[src/rtl/afu_cls_pkg.sv]
// Shared layout constants for the classification AFU result cacheline.
// Both the AFU-side packer and the host-side unpacker import this package.
package afu_cls_pkg;

    // Tree cores per beat, as a power of two.
    localparam int CORE_NUM_BITS = 3;
    localparam int CORE_NUM = 1 << CORE_NUM_BITS;

    // Significant bits of each 16-bit result field.
    localparam int TREE_LEVEL = 10;

    // Filler word in every unused 16-bit slot of a cacheline.
    localparam logic [15:0] PAD_WORD = 16'h1313;

    // Cacheline layout.
    localparam int RESULT_FIELD_W = 16;
    localparam int HALF_W = CORE_NUM * RESULT_FIELD_W;
    localparam int DATA_W = 2 * HALF_W;
    localparam int LINE_W = 512;
    localparam int PAD_W = LINE_W - DATA_W;
    localparam int PAD_SLOTS = PAD_W / RESULT_FIELD_W;
    localparam int HI_W = RESULT_FIELD_W - TREE_LEVEL;

    // Packed index bus: one TREE_LEVEL-wide index per core.
    localparam int IDX_W = CORE_NUM * TREE_LEVEL;

    // Reader FSM states.
    typedef enum logic [2:0] {
        ST_IDLE  = 3'd0,
        ST_FETCH = 3'd1,
        ST_WAIT  = 3'd2,
        ST_EMIT0 = 3'd3,
        ST_EMIT1 = 3'd4,
        ST_DONE  = 3'd5
    } state_t;

endpackage

[src/rtl/afu_result_unpacker.sv]
// Pops packed result cachelines from the AFU output FIFO and streams them
// as two beats of per-core tree indices, with line counting and error flags.
module afu_result_unpacker
    import afu_cls_pkg::*;
(
    input  logic              clk,
    input  logic              rst,
    input  logic              start,
    input  logic [31:0]       ctx_length,
    input  logic              rxq_output_empty,
    output logic              rxq_re,
    input  logic [LINE_W-1:0] rxq_dout,
    output logic              out_valid,
    input  logic              out_ready,
    output logic [IDX_W-1:0]  out_idx,
    output logic              out_beat,
    output logic [31:0]       cl_count,
    output logic              done,
    output logic              pad_err,
    output logic              hi_err
);

    state_t state_q;
    state_t state_d;

    logic [31:0]     len_r;
    logic [31:0]     cl_count_q;
    logic [31:0]     cl_count_inc;
    logic [DATA_W-1:0] line_r;
    logic            pad_err_q;
    logic            hi_err_q;

    logic            start_ok;
    logic            emit1_fire;
    logic            last_line;
    logic            line_pad_bad;
    logic            line_hi_bad;
    logic [2*CORE_NUM-1:0] field_hi;
    logic [HALF_W-1:0] half;

    // A start is only honoured when no line is in flight.
    assign start_ok = start &
                      ((state_q == ST_IDLE) | (state_q == ST_DONE));

    assign cl_count_inc = cl_count_q + 32'd1;
    assign last_line    = (cl_count_inc == len_r);
    assign emit1_fire   = (state_q == ST_EMIT1) & out_ready;

    // Malformed-line detection on the raw FIFO word.
    assign line_pad_bad = rxq_dout[LINE_W-1:DATA_W] !=
                          {PAD_SLOTS{PAD_WORD}};

    for (genvar k = 0; k < 2 * CORE_NUM; k++) begin : g_hi
        assign field_hi[k] =
            |rxq_dout[k*RESULT_FIELD_W+TREE_LEVEL +: HI_W];
    end

    assign line_hi_bad = |field_hi;

    // State register.
    always_ff @(posedge clk or posedge rst) begin
        if (rst) begin
            state_q <= ST_IDLE;
        end else begin
            state_q <= state_d;
        end
    end

    // Next-state logic.
    always_comb begin
        state_d = state_q;
        unique case (state_q)
            ST_IDLE, ST_DONE: begin
                if (start) begin
                    if (ctx_length == 32'd0) begin
                        state_d = ST_DONE;
                    end else begin
                        state_d = ST_FETCH;
                    end
                end
            end
            ST_FETCH: begin
                if (!rxq_output_empty) begin
                    state_d = ST_WAIT;
                end
            end
            ST_WAIT: begin
                state_d = ST_EMIT0;
            end
            ST_EMIT0: begin
                if (out_ready) begin
                    state_d = ST_EMIT1;
                end
            end
            ST_EMIT1: begin
                if (out_ready) begin
                    if (last_line) begin
                        state_d = ST_DONE;
                    end else if (!rxq_output_empty) begin
                        state_d = ST_WAIT;
                    end else begin
                        state_d = ST_FETCH;
                    end
                end
            end
            default: begin
                state_d = ST_IDLE;
            end
        endcase
    end

    // Moore/Mealy outputs; the EMIT1 read is a prefetch of the next line.
    always_comb begin
        rxq_re    = 1'b0;
        out_valid = 1'b0;
        out_beat  = 1'b0;
        done      = 1'b0;
        unique case (state_q)
            ST_FETCH: begin
                rxq_re = ~rxq_output_empty;
            end
            ST_EMIT0: begin
                out_valid = 1'b1;
            end
            ST_EMIT1: begin
                out_valid = 1'b1;
                out_beat  = 1'b1;
                rxq_re    = out_ready & ~last_line &
                            ~rxq_output_empty;
            end
            ST_DONE: begin
                done = 1'b1;
            end
            default: begin
                rxq_re = 1'b0;
            end
        endcase
    end

    // Job length latched on an accepted start.
    always_ff @(posedge clk or posedge rst) begin
        if (rst) begin
            len_r <= 32'd0;
        end else if (start_ok) begin
            len_r <= ctx_length;
        end
    end

    // Count of cachelines whose second beat has been accepted.
    always_ff @(posedge clk or posedge rst) begin
        if (rst) begin
            cl_count_q <= 32'd0;
        end else if (start_ok) begin
            cl_count_q <= 32'd0;
        end else if (emit1_fire) begin
            cl_count_q <= cl_count_inc;
        end
    end

    // Line register: data half of the word popped one cycle earlier.
    always_ff @(posedge clk or posedge rst) begin
        if (rst) begin
            line_r <= '0;
        end else if (state_q == ST_WAIT) begin
            line_r <= rxq_dout[DATA_W-1:0];
        end
    end

    // Sticky error flags, cleared only by an accepted start.
    always_ff @(posedge clk or posedge rst) begin
        if (rst) begin
            pad_err_q <= 1'b0;
            hi_err_q  <= 1'b0;
        end else if (start_ok) begin
            pad_err_q <= 1'b0;
            hi_err_q  <= 1'b0;
        end else if (state_q == ST_WAIT) begin
            pad_err_q <= pad_err_q | line_pad_bad;
            hi_err_q  <= hi_err_q | line_hi_bad;
        end
    end

    // Half select follows the beat so data stays stable under stall.
    assign half = out_beat ? line_r[DATA_W-1:HALF_W]
                           : line_r[HALF_W-1:0];

    // Drop the upper bits of each field; they only feed hi_err.
    for (genvar k = 0; k < CORE_NUM; k++) begin : g_idx
        assign out_idx[k*TREE_LEVEL +: TREE_LEVEL] =
            half[k*RESULT_FIELD_W +: TREE_LEVEL];
    end

    assign cl_count = cl_count_q;
    assign pad_err  = pad_err_q;
    assign hi_err   = hi_err_q;

endmodule
[config.mk]
export PLATFORM = sky130hd
export DESIGN_NAME = afu_result_unpacker
export DESIGN_NICKNAME = d
export VERILOG_FILES = /design/src/rtl/afu_cls_pkg.sv /design/src/rtl/afu_result_unpacker.sv
export SDC_FILE = /design/constraint.sdc
export NUM_CORES = 1
export LEC_CHECK = 0
export BUFFER_PORTS_ARGS = -buffer_cell sky130_fd_sc_hd__buf_2
export CORE_AREA = 4 4 259 261
export CTS_BUF_LIST = sky130_fd_sc_hd__clkbuf_8 sky130_fd_sc_hd__clkbuf_16
export DETAILED_ROUTE_END_ITERATION = 10
export DIE_AREA = 0 0 263 265
export GPL_TIMING_DRIVEN = 0
export PLACE_DENSITY = 0.42
export SLEW_MARGIN = 20
export SYNTH_ARGS = -nofsm -noshare
export SYNTH_HDL_FRONTEND = slang
export SYNTH_SLANG_ARGS = --single-unit
export TNS_END_PERCENT = 10
[constraint.sdc]
create_clock -name clk -period 10.7 [get_ports clk]
set_input_delay 2.14 -clock clk [delete_from_list [all_inputs] [get_ports clk]]
set_output_delay 2.14 -clock clk [all_outputs]
set_load 0.05 [all_outputs]
==> results.tsv, run 1 <==
stage	metric	value	unit
timing	setup_tns	0	ns
yosys	seq_area_frac_synth	0.469	
route	met1_length	24900	um
power	p_per_area	270	mW/mm2
timing	fin_crit_sh	0.591	
timing	finalHoldViolations	0	
route	drt-total-wl	59300	um
timing	tightestPinTransition	1.05	ns
route	dr_wl_met2	26800	um
timing	finalSetupViolations	0	
critical_path	cpMostUsedCell	nand3_1	
critical_path	crit_path_max_fanout	8	
placed_design	io_buffers	665	
yosys	synthesis.nets	1606	
timing	maxSlewViolCount	0	
clock_network	cts_htree_levels	1	
yosys	yosys-top-cells-count	mux2_2 (270), dfrtp_1 (229), nor4_1 (48)	
timing	min_period	6.33	ns
yosys	synth_edf_count	0	
clock_network	root_buffer	clkbuf_16	
yosys	avgSynthCellArea	11.6	um2
clock_network	cts_buffer_depth	3	
yosys	ys_types	66	
placed_design	postPlaceCellArea	0.0167	mm2
timing	holdWs	0.500	ns
yosys	synth.largest_area_cell	dfrtp_1	
clock_network	clk_latency	0.57	ns
final_layout	fin_cells	2647	
global_route	grt_first_pass_wirelength	85000	um
clock_network	cts.sinks	229	
clock_network	clk_pin_slew_worst_paths	0.06	ns
critical_path	cp.required	8.56	ns
route	drtIter0Drc	588	
final_layout	nFillCells	6943	
clock_network	numCtsBuffers	29	
timing	fin_skew	0.00701	ns
yosys	synth.top_cell.area_share	0.469	
timing	max_slew_margin	0.293	
final_layout	drive_above_1_share	0.569	
yosys	synth_fa_ha_area_frac	0.00102	
clock_network	cts_tree	done	
yosys	ys_seq_elements	229	
global_route	grt_pass1_vias	12450	
yosys	synthCells	1056	
clock_network	cts_resized	0	
critical_path	crit_path_end_kind	primary output	
yosys	synthTopCellsByArea	dfrtp_1 (47%), mux2_2 (25%), nor4_1 (2.5%)	
route	drtAntennaViolNets	0	
route	drtPass1Iterations	4	
route	drc	0	
clock_network	cts-hold-fix-buffers	0	
critical_path	rrSetupSlack	7.19	ns
yosys	yosysMostFrequentCell	mux2_2	
route	wl_met3	6620	um
critical_path	cp_num_buf_inv	1	
die	ios	667	
yosys	synth_ff_type	dfrtp_1	
outcome	status	finished, final reports clean	
placed_design	dp_cells	2580	
run	cap_violations	0	
global_route	grt_max_degree	95	
final_layout	syn_to_final_growth	45.1	%
route	vias	11660	
critical_path	arrival	4.19	ns
yosys	ys.warnings.count	0	
yosys	synthXorXnorAreaFrac	0.0284	
final_layout	num-nets-final	2306	
critical_path	critPathTopFamily	simple AND/OR/NAND/NOR gates	
yosys	syn-cell-area	0.0122	mm2
die	start_util	0.190	
yosys	synth_compound_area_frac	0.0648	
die	dieArea	0.0697	mm2
critical_path	cpMaxStageDelayCell	nor3_2	
critical_path	max_stage_delay	0.58	ns
critical_path	crit_path_start_kind	flop	
global_route	grt_usage	0.161	
placed_design	gp_congestion	1.06	
timing	max_freq	158	MHz
die	die_w	263	um
critical_path	crit_type	flop to primary output	
timing	rsz0062_at_grt	no	
die	core_area	0.0645	mm2
worst_hold_path	holdCritPathClass	flop to flop	
route	post_drt_via_cell_ratio	4.40	
yosys	async_flop_share	1.00	
route	top_layer_used	met5	
clock_network	cts_setup_buffers	0	
critical_path	crit_chain	ha_1 -> nand3_1 -> nor3_2 -> nand3_1 -> nor2_1 -> a21oi_1 -> nor4_1 -> and3_1 -> o21ai_1 -> buf_2	
final_layout	postLayoutCellArea	0.0177	mm2
power	peakVddDrop	0.000161	V
global_route	grt_overflow	0	
placed_design	dp_hpwl	49300	um
die	rows	93	
power	power.leakage	8.08	nW
yosys	yosys.area_share.simple	0.159	
yosys	synth_top_family_by_area	multiplexers	
global_route	antenna_found_initial	36	
die	die_y	265	um
yosys	synthMuxAreaShare	0.254	
route	wl_per_cell	22.4	um
[cells in the final DEF (no fill, tap or decap), types with 3 or more instances in the layout]
| master | Yosys | routed |
|---|---|---|
| nor2_1 | 42 | 42 |
| mux2i_1 | 5 | 5 |
| or3_1 | 3 | 3 |
| a21oi_1 | 26 | 26 |
| nand2b_1 | 5 | 5 |
| and4_1 | 9 | 9 |
| nand3_1 | 17 | 17 |
| nor3_2 | 1 | 3 |
| clkbuf_1 | 41 | 41 |
| a21o_1 | 4 | 4 |
| nor4_1 | 48 | 48 |
| nor2b_1 | 8 | 8 |
| o31ai_1 | 14 | 14 |
| a31oi_1 | 9 | 9 |
| buf_2 | 14 | 679 |
| inv_1 | 8 | 17 |
| dfrtp_1 | 229 | 229 |
| o21ai_0 | 45 | 45 |
| buf_4 | 3 | 5 |
| xnor2_1 | 24 | 24 |
| mux2_2 | 270 | 270 |
| nor4bb_1 | 16 | 16 |
| clkbuf_16 | 0 | 29 |
| xor2_1 | 13 | 13 |
| nor4b_1 | 27 | 27 |
| nor3_1 | 23 | 21 |
| and4b_1 | 7 | 7 |
| o211ai_1 | 3 | 3 |
| o41ai_1 | 3 | 3 |
| nand2_1 | 47 | 47 |
| clkbuf_8 | 0 | 4 |
| and2_1 | 5 | 5 |
| o22ai_1 | 4 | 4 |
| nand4_1 | 35 | 35 |
| and3_1 | 12 | 12 |
| diode_2 | 0 | 14 |
| bufinv_16 | 0 | 4 |
[per-layer routing]
| metal | global-route usage | vias up |
|---|---|---|
| met5 | 0 | - |
| met3 | 0.0773 | 85 |
| met4 | 0.0228 | 36 |
| li1 | - | 5436 |
| met2 | 0.259 | 477 |
| met1 | 0.202 | 5626 |
[metrics by stage]
step	power, mW	utilization	setup slack, ns
6_report	4.80	0.275	4.37
5_1_grt	5.08	0.275	4.10
2_1_floorplan	3.14	-	2.28
4_1_cts	4.88	0.275	4.33
3_3_place_gp	3.78	0.258	-1.11
3_5_place_dp	3.82	0.259	4.97
[report_power, final]
part           internal (mW)  switching, mW  total, mW
Sequential              1.26          0.228       1.49
Clock                  0.617          0.398       1.01
Combinational          0.894           1.40       2.30
Total                   2.77           2.03       4.80
[final timing paths]
kind                        startpoint          end  cells after the start
min in group asynchronous          rst       hi_err                      2
setup reg to reg           cl_count[0]   state_q[0]                      9
hold / removal             line_r[228]  line_r[228]                      1
setup / recovery           cl_count[0]       rxq_re                     10
hold reg to reg            line_r[228]  line_r[228]                      1
max in group asynchronous          rst  line_r[212]                      3
[sequential cells by signal, summed over array words and instances, names as in the netlist]
signal,count
line_r,160
cl_count,32
len_r,32
state_q,3
hi_err,1
pad_err,1
[cells by family (layout without fill, tap and decap cells)]
group                      after synthesis  count (layout)
DFF                                    229             229
AOI/OAI and AO/OA                      128             128
xor gates and xnor gates                38              38
buffers and inverters                   68             790
adders and majority gates                1               1
muxes                                  276             276
other                                    0              14
and+or+nand+nor                        316             316
[final cells by class]
class	instances	area (um2)	share of cell area
plain buffers	60	262	0.0147
multi-input cells	759	6210	0.350
flip-flops and latches	229	5730	0.323
well taps	855	1070	0.0603
diodes	14	35.0	0.00198
clock buffers	33	781	0.0440
repair buffers	669	3400	0.192
clock inverters	20	213	0.0120
inverters	8	37.5	0.00212
Note: power is estimated with default switching activity, not from simulation.
==> run 2: changes to the inputs <==
Settings changed: PLACE_DENSITY 0.42 to 0.44.
Clock period 10.7 ns to 5.1 ns, I/O delays scaled along.
==> run 2 against run 1 <==
Against the previous run: clock-buffer cell count down 2; final cell count about the same; worst setup slack worse by 4.1 ns; non-clock buffer count up 6; register-to-register slack worse by 5.4 ns; global-route usage up 0.38 points; clock skew up 0.036 ns; flip-flop and latch count unchanged; largest power group unchanged; highest routed layer unchanged.
==> results.tsv, run 2 (synthesized netlist as in run 1, its figures left out) <==
stage	metric	value	unit	change
outcome	status	finished, final reports clean		unchanged
global_route	busiest_layer	met2		unchanged
critical_path	crit_path_start_kind	flop		unchanged
die	start_util	0.190		unchanged
power	p_per_area	559	mW/mm2	was 270 mW/mm2
route	wl_per_cell	22.8	um	was 22.4 um
critical_path	arrival	3.83	ns	was 4.19 ns
final_layout	drive_above_1_share	0.571		was 0.569
clock_network	clk_pin_slew_worst_paths	0.06	ns	about the same
die	core_area	0.0645	mm2	unchanged
critical_path	crit_path_max_fanout	8		unchanged
route	drtIter0Drc	579		was 588
power	peakVddDrop	0.000490	V	was 0.000161 V
route	drtAntennaViolNets	0		unchanged
final_layout	mostFrequentLayoutCells	buf_2 (679), mux2_2 (270), dfrtp_1 (229), nand2_1 (47), nor4_1 (46)		was buf_2 (679), mux2_2 (270), dfrtp_1 (229), nor4_1 (48), nand2_1 (47)
global_route	grt_max_degree	33		was 95
route	vias	11794		was 11660
route	drtPass1Iterations	7		was 4
global_route	grt_pass1_vias	12479		was 12450
placed_design	dp_slack	0.644	ns	was 4.97 ns
clock_network	cts.sinks	229		unchanged
clock_network	numCtsBuffers	28		was 29
final_layout	final_common_cell	buf_2		unchanged
final_layout	largest_register	line_r		unchanged
clock_network	cts_htree_levels	1		unchanged
global_route	antenna_found_initial	38		was 36
worst_hold_path	holdCritPathClass	flop to flop		unchanged
power	p_int	5.66	mW	was 2.77 mW
timing	rsz0062_at_grt	no		unchanged
die	dieArea	0.0697	mm2	unchanged
global_route	use_met1	0.202		about the same
power	p_comb_frac	0.490		was 0.479
power	p_total	9.94	mW	was 4.80 mW
power	p_clk_frac	0.196		was 0.212
clock_network	cts_tree	done		unchanged
timing	finalSetupViolations	0		unchanged
critical_path	crit_path_start	cl_count[0]		unchanged
timing	tightestPinTransition	0.961	ns	was 1.05 ns
power	power.leakage	8.11	nW	was 8.08 nW
timing	fin_skew	0.0430	ns	was 0.00701 ns
placed_design	io_buffers	665		unchanged
global_route	grt_first_pass_wirelength	86700	um	was 85000 um
route	drc	0		unchanged
die	die_y	265	um	unchanged
critical_path	cp_num_buf_inv	1		unchanged
clock_network	cts_buffer_depth	3		unchanged
timing	fin_crit_sh	0.952		
run	cap_violations	0		unchanged
placed_design	dp_hpwl	50900	um	was 49300 um
critical_path	cp.required	4.08	ns	was 8.56 ns
power	p_sw	4.28	mW	was 2.03 mW
final_layout	syn_to_final_growth	45.5	%	was 45.1%
critical_path	crit_chain	ha_1 -> nand3_1 -> nor4_4 -> xnor2_1 -> a311o_1 -> nor4_1 -> o211a_1 -> and3_1 -> o21ai_1 -> buf_2		was ha_1 -> nand3_1 -> nor3_2 -> nand3_1 -> nor2_1 -> a21oi_1 -> nor4_1 -> and3_1 -> o21ai_1 -> buf_2
timing	fin_ws	0.245	ns	was 4.37 ns
placed_design	gp_congestion	0.931		was 1.06
die	ios	667		unchanged
timing	setup_tns	0	ns	unchanged
critical_path	rr_startpoint	state_q[0]		was cl_count[0]
global_route	grt_use_met3	0.0685		was 0.0773
critical_path	critPathTopFamily	simple AND/OR/NAND/NOR gates		unchanged
power	p_sw_frac	0.430		was 0.423
global_route	gr-usage-met2	0.274		was 0.259
route	drt-total-wl	60300	um	was 59300 um
timing	min_period	4.85	ns	
die	die_w	263	um	unchanged
critical_path	crit_path_end_kind	primary output		unchanged
route	post_drt_via_cell_ratio	4.45		was 4.40
clock_network	root_buffer	clkbuf_16		unchanged
worst_hold_path	min_from	line_r[114]		was line_r[228]
timing	max_freq	206	MHz	
final_layout	largest_reg_flops	160		unchanged
critical_path	crit_type	flop to primary output		unchanged
timing	holdWs	0.499	ns	was 0.500 ns
critical_path	cp_num_cells	10		unchanged
power	seqPwrFrac	0.314		was 0.310
timing	maxSlewViolCount	0		unchanged
worst_hold_path	hold_depth	1		unchanged
clock_network	clk_latency	0.58	ns	was 0.57 ns
critical_path	reg2reg_depth	6		was 9
critical_path	cpMaxStageDelayCell	dfrtp_1		was nor3_2
clock_network	cts-hold-fix-buffers	0		unchanged
final_layout	nFillCells	6940		was 6943
timing	max_slew_margin	0.353		was 0.293
final_layout	num-nets-final	2311		was 2306
critical_path	max_stage_delay	0.49	ns	was 0.58 ns
die	rows	93		unchanged
global_route	grt_usage	0.165		was 0.161
timing	finalHoldViolations	0		unchanged
global_route	grt_overflow	0		unchanged
## run 2: routing by layer
metal,vias to the layer above,wire length [um]
met5,-,275
met4,44,1150
met3,97,6220
met2,499,28200
met1,5711,24500
li1,5443,-
## run 2: power groups by stage
stage	clock (mW)	combinational [mW]	sequential, mW
floorplan	0	3.60	2.99
global placement	0	4.86	3.11
detailed placement	0	4.93	3.15
CTS	2.01	4.95	3.12
global route	2.08	5.20	3.22
finish	1.95	4.87	3.12
## run 2: final timing paths
check | to | slack, ns
setup reg to reg | len_r[1] | 1.83
hold reg to reg | line_r[114] | 0.50
max in group asynchronous | cl_count[15] | 3.09
hold / removal | line_r[114] | 0.50
setup / recovery | rxq_re | 0.25
min in group asynchronous | line_r[169] | 0.51
## run 2: timing repair
item	in CTS	in global routing
resized for setup	0	4
setup endpoints to repair	0	1
setup buffers	0	0
## run 2: metrics by stage
stage,util,cell area (um2),instances
after CTS,0.275,17700,2636
final,0.276,17800,2649
after global routing,0.275,17700,2640
after detailed placement,0.261,16800,2586
after global placement,0.258,16600,2576
after floorplan,-,12200,1056
## run 2: final cells by class
cell class,instances,area (um2),share of cell area
Multi-Input combinational cell,759,6240,0.351
Sequential cell,229,5730,0.322
Timing Repair Buffer,675,3500,0.197
Tap cell,855,1070,0.0602
Clock buffer,31,742,0.0417
Buffer,60,262,0.0147
Clock inverter,19,163,0.00915
Inverter,8,33.8,0.00190
Antenna cell,13,32.5,0.00183
